===== src/rtl/cz_flag_unit_pkg.sv =====
// Shared core definitions: ALU op and condition encodings, default datapath width.
package cz_flag_unit_pkg;

   localparam int unsigned WIDTH_DEF = 16;
   localparam int unsigned COND_W    = 2;

   localparam logic [1:0] ALU_OP_NOP = 2'b11;

   // Condition field is {c_in, z_in}
   localparam logic [COND_W-1:0] COND_NONE = 2'b00;
   localparam logic [COND_W-1:0] COND_ON_C = 2'b10;
   localparam logic [COND_W-1:0] COND_ON_Z = 2'b01;

   function automatic logic cond_on_z(input logic c_in, input logic z_in);
      return {c_in, z_in} == COND_ON_Z;
   endfunction

endpackage


===== src/rtl/cz_flag_unit_sat_counter.sv =====
// Saturating up-counter; holds at all-ones instead of wrapping.
module sat_counter #(
   parameter int unsigned CNT_W = 16
) (
   input  logic             clk,
   input  logic             rst_n,
   input  logic             en,
   output logic [CNT_W-1:0] q
);

   always_ff @(posedge clk or negedge rst_n) begin
      if (!rst_n) begin
         q <= '0;
      end else if (en && (q != {CNT_W{1'b1}})) begin
         q <= q + CNT_W'(1);
      end
   end

endmodule


===== src/rtl/cz_flag_unit.sv =====
// Architectural C/Z flag register with EX/MEM commit, flag forwarding to
// alu_op_ctrl, load-to-Z interlock and nullified-instruction counter.
module cz_flag_unit
   import cz_flag_unit_pkg::*;
#(
   parameter int unsigned WIDTH      = WIDTH_DEF,
   parameter int unsigned LOAD_Z_FWD = 1,
   parameter int unsigned CNT_W      = 16
) (
   input  logic             clk,
   input  logic             rst_n,
   input  logic             ex_valid,
   input  logic             ex_stall,
   input  logic             ex_flush,
   input  logic             ex_nullified,
   input  logic             ex_wr_c,
   input  logic             ex_wr_z,
   input  logic             ex_rtype,
   input  logic             ex_c_in,
   input  logic             ex_z_in,
   input  logic             alu_carry,
   input  logic [WIDTH-1:0] alu_result,
   input  logic             mem_valid,
   input  logic             mem_load_z,
   input  logic [WIDTH-1:0] mem_rdata,
   output logic             carry,
   output logic             zero,
   output logic             carry_q,
   output logic             zero_q,
   output logic             flag_stall,
   output logic [CNT_W-1:0] null_count
);

   logic alu_zero;
   logic load_zero;
   logic mem_commit;
   logic ex_advance;
   logic ex_commit;
   logic null_en;

   assign alu_zero   = (alu_result == '0);
   assign load_zero  = (mem_rdata == '0);
   assign mem_commit = mem_valid & mem_load_z;

   // An EX instruction advances unless held, squashed or interlocked
   assign ex_advance = ex_valid & ~ex_stall & ~ex_flush & ~flag_stall;
   assign ex_commit  = ex_advance & ~ex_nullified;
   assign null_en    = ex_advance & ex_nullified;

   // Forward mux and load-to-Z interlock
   always_comb begin
      carry      = carry_q;
      zero       = zero_q;
      flag_stall = 1'b0;
      if (LOAD_Z_FWD != 0) begin
         if (mem_commit) begin
            zero = load_zero;
         end
      end else begin
         flag_stall = mem_commit & ex_valid & ex_rtype &
                      cond_on_z(ex_c_in, ex_z_in) & ~ex_flush;
      end
   end

   // EX writes win over a same-edge MEM load write: EX is the younger instruction
   always_ff @(posedge clk or negedge rst_n) begin
      if (!rst_n) begin
         carry_q <= 1'b0;
         zero_q  <= 1'b0;
      end else begin
         if (ex_commit && ex_wr_c) begin
            carry_q <= alu_carry;
         end
         if (ex_commit && ex_wr_z) begin
            zero_q <= alu_zero;
         end else if (mem_commit) begin
            zero_q <= load_zero;
         end
      end
   end

   sat_counter #(
      .CNT_W (CNT_W)
   ) u_null_cnt (
      .clk   (clk),
      .rst_n (rst_n),
      .en    (null_en),
      .q     (null_count)
   );

endmodule


===== config.mk =====
export PLATFORM = sky130hd
export DESIGN_NAME = cz_flag_unit
export DESIGN_NICKNAME = d
export VERILOG_FILES = /design/src/rtl/cz_flag_unit_pkg.sv /design/src/rtl/cz_flag_unit_sat_counter.sv /design/src/rtl/cz_flag_unit.sv
export SDC_FILE = /design/constraint.sdc
export NUM_CORES = 1
export LEC_CHECK = 0
export ABC_AREA = 1
export CAP_MARGIN = 15
export CORE_AREA = 2 2 55 70
export DETAILED_ROUTE_END_ITERATION = 10
export DIE_AREA = 0 0 57 72
export PLACE_DENSITY_LB_ADDON = 0.15
export SLEW_MARGIN = 20
export SYNTH_ARGS = -nofsm -noshare
export SYNTH_HDL_FRONTEND = slang
export SYNTH_HIERARCHICAL = 1
export SYNTH_SLANG_ARGS = --single-unit

===== constraint.sdc =====
create_clock -name clk -period 2.2 [get_ports clk]
set_clock_uncertainty 0.15 [all_clocks]
set_input_delay 0.44 -clock clk [delete_from_list [all_inputs] [get_ports clk]]
set_output_delay 0.44 -clock clk [all_outputs]
set_load 0.01 [all_outputs]

---- After elaboration in Yosys (flattened, before gate mapping) ----
Cells that the tools add are included.
cells by class
  $add $sub $neg .......................... 1
  eq/ne operators ......................... 1
  mux-type cells .......................... 2
  bitwise operators ....................... 8
  reduce and logical (&&, ||, !) cells .... 5
operators by type and width
  kind                     number
  $logic_not A16 Y1        2
  $add A16 B1 Y16 const B  1
  $ne A16 B16 Y1 const B   1
  $and A1 B1 Y1            5
  $logic_and A1 B1 Y1      3
  $not A1 Y1               3
  $mux W1                  2
storage, ports and cells
  bits in registers ....................... 18
  input bits .............................. 46

---- Depth between registers and ports, before layout ----
  depth after elaboration ................. 6
  mapped depth ............................ 11
  depth with buffers taken out ............ 11

---- Cells and area by module ----
The synthesis kept the hierarchy.
by module, submodules not included
  module        instances  cells an instance  area an instance (um^2)
  sat_counter   1          149                1058.5
  cz_flag_unit  1          50                 257.7

---- Worst setup path before layout ----
No wires, ideal clock.
  kind .................................... register to register
  start point ............................. register u_null_cnt.q[0]
  end point ............................... register u_null_cnt.q[6]
  setup time .............................. 0.117 ns
  data arrival time ....................... 1.406 ns
  setup slack ............................. 0.527 ns
  stages on the path, launching flop included .. 10
  path buffers ............................ 1
  clock period less this slack ............ 1.673 ns
  cell sequence ........................... dfrtp_1 -> ha_1 -> inv_2 -> nor2_4 -> nand2_2 -> nor2_4 -> nor2_4 -> buf_6 -> nand2_1 -> nand2_1
between the ends
  word-level cells in the longest chain between the ends .. 2
RTL lines
  what                                                                     line                            source
  start, declared                                                          cz_flag_unit_sat_counter.sv:8   output logic [CNT_W-1:0] q
  start signal, assigned                                                   cz_flag_unit_sat_counter.sv:15  q <= q + CNT_W'(1);
  parallel branches: the longest is 2 deep, another holds $add A16 B1 Y16  -
Several ways; the timed one is not identified.
A chain may end at the register's enable or synchronous reset.

---- Worst setup path in the final report ----
  start point ............................. input port mem_rdata[11]
  end point ............................... output port zero
between the ends
  word-level cells in the longest chain between the ends .. 2
RTL lines
  what               line                source
  start, declared    cz_flag_unit.sv:25  input logic [WIDTH-1:0] mem_rdata,
  $logic_not A16 Y1  cz_flag_unit.sv:42  assign load_zero = (mem_rdata == '0);
  $mux W1            -
  end, declared      cz_flag_unit.sv:27  output logic zero,
No other way between the ends.

==> results.yml <==
synth:
  syn_area_um2: 1320
  synth.avg_cell_area_um2: 6.61
  synth_nets: 246
  synth.distinct_cells: 22
  synth_top_cell_area_share: 0.342
  ys_warn_count: 6
  postSynthCellCount: 199
  synth.area.top_cells: "dfrtp_1 34%, nand2_1 22%, nor2_1 9.7%"
  ys_seq_elements: 18
  seq_area_frac_synth: 0.342
  yosysTopAreaCell: "dfrtp_1"
grt:
  grt-ovfl-total: 0
  grt_max_degree: 19
  antenna_found_initial: 0
  grt_use_total: 0.177
  first_global_vias: 1345
  grt_pass1_wl_um: 5870
sta:
  final_max_slew_viol_count: 0
  fin_setup_tns_ns: 0
  fmax_mhz: 480
  finalCritPeriodShare: 0.947
  hold_viol_final: 0
  grt_setup_unrepaired: "no"
  setup_viol: 0
  finalCriticalPeriod_ns: 2.08
  setup_ws_ns: 0.116
setup_path:
  crit_path_top_delay_cell: "clkdlybuf4s50_1"
  cp.required_ns: 1.61
  cp_slowest_stage_delay_ns: 0.41
  arrival_ns: 1.49
  reg2reg_depth: 9
  crit_path_end_kind: "primary output"
  critPathKind: "in2out"
  crit_family: "buffers and inverters"
  worst-path-stages: 7
  crit_chain: "clkdlybuf4s50_1 -> nor2_2 -> nand2_1 -> nor2_1 -> nand3_1 -> nand2_2 -> clkdlybuf4s15_1"
  start_kind: "input pin"
  critPathBufInv: 2
  cp_max_fo: 2
final_layout:
  n_antenna_cell: 0
  final_nets: 314
  area_delta_synth_final_pct: 55.1
  drive_above_1_share: 0.102
floorplan:
  fp.dieH_um: 72
  die_w_um: 57
  pin_count: 67
  floorplan.initialDensity: 0.385
  die-area_um2: 4100
  core-area_um2: 3420
  num_rows: 24
routing:
  vias: 1433
  viasPerCell: 4.71
  met1Wirelength_um: 1490
  wl_met2_um: 1600
  dr_wl_met3_um: 304
  drt_iter0_drc: 41
  postRouteAntennaNets: 0
  drtPass1Iterations: 4
  wl_per_cell_um: 11.3
  wl_um: 3430
  top_layer: "met4"
  route.detailed.drc: 0
power_and_ir_drop:
  finalPower_uw: 983
  max-vdd-ir-drop_mv: 0.430
  power_density_nw_per_um2: 481
  p_leak_uw: 0.000887
job:
  max_cap_viol_count: 0
worst_hold_path:
  hold_path.class: "in2async"
clocking:
  cts_tree: "yes"
  root_buffer: "clkbuf_8"
  numCtsBuffers: 3
  cts.sinks: 18
  clkLatencyLatePin_ns: 0.25
  clockBufferDepth: 2
  clk_pin_slew_ns: 0.07
  htreeDepth: 1
  postCtsSetupBuffers: 0
placed_design:
  place_congestion: 0.787
  port_buffers: 62
  dp_hpwl_um: 2780
  post-place-ws_ns: -0.188
outcome:
  outcome: "completed"
-- routing by layer --
layer,vias to the layer above,global-route usage
met2,49,0.300
met4,0,0.0620
li1,748,-
met5,-,0
met3,4,0.0392
met1,632,0.221
-- power breakdown --
part           switching [µW]  internal [µW]
registers                54.7            370
logic                     135            193
clock network             108            122
total                     298            685
-- timing repair --
action,in CTS,in global routing
endpoints found under the setup margin,1,1
pin swaps,0,0
hold buffers,0,0
resized for setup,1,2
-- sequential cells by signal (all words and copies together) (netlist names) --
signal	cells
carry	1
zero_q	1
u_null_cnt/q	16
-- logic make-up after synthesis --
| group | Yosys count | synth area share |
|---|---|---|
| xor+xnor | 6 | 0.0399 |
| fa+ha+maj | 1 | 0.00950 |
| compound gates | 10 | 0.0437 |
| other cells | 1 | 0.00285 |
| flops | 18 | 0.342 |
| simple gates | 143 | 0.488 |
| buf+inv | 20 | 0.0741 |
-- area by class of cell --
cell class	count	area [µm²]
fill	345	1380
inverter	16	60.1
sequential	18	450
clock buffer	3	41.3
multi-input combinational	161	771
timing repair buffer	67	671
tap	39	48.8
-- cell usage in the layout, fill, tap and decap left out --
master,n
nor2_1,33
nor2_4,4
ha_1,1
clkdlybuf4s50_1,61
o21ai_0,8
and2_0,1
nand2_1,76
nor3_1,1
nand3_1,10
nand2_2,6
nand4_1,5
dfrtp_1,18
clkbuf_8,3
inv_2,1
xnor2_1,5
buf_4,4
nand4_4,1
nand3b_1,1
nor2_2,5
conb_1,1
inv_1,15
clkdlybuf4s15_1,1
buf_12,1
xor2_1,1
o21ai_2,2
-- synthesized netlist by cell type --
cell,n
nand2_1,76
nor2_1,34
dfrtp_1,18
inv_1,15
nand3_1,10
o21ai_0,8
nand2_2,6
nand4_1,5
xnor2_1,5
nor2_2,4
nor2_4,4
buf_4,2
buf_6,2
o21ai_2,2
and2_0,1
conb_1,1
ha_1,1
inv_2,1
nand3b_1,1
nand4_4,1
nor3_1,1
xor2_1,1
-- final timing paths --
path	startpoint	endpoint	slack [ns]
worst max-delay path	mem_rdata[11]	zero	0.12
worst min-delay path	rst_n	u_null_cnt/q[15]	0.36
worst max register to register	u_null_cnt/q[0]	u_null_cnt/q[9]	0.39
worst min register to register	carry	carry	0.37
max in group asynchronous	rst_n	u_null_cnt/q[0]	1.34
min in group clk	carry	carry	0.37
-- through the flow --
stage | cell area, µm² | hold WS [ns] | util | cells
after floorplan | 1320 | -0.00559 | - | 199
after global placement | 2000 | 0.353 | 0.584 | 301
after detailed placement | 2000 | 0.362 | 0.584 | 301
after CTS | 2040 | 0.367 | 0.595 | 304
after global routing | 2040 | 0.398 | 0.596 | 304
final | 2040 | 0.358 | 0.596 | 304
(Power assumes the default switching activity.)
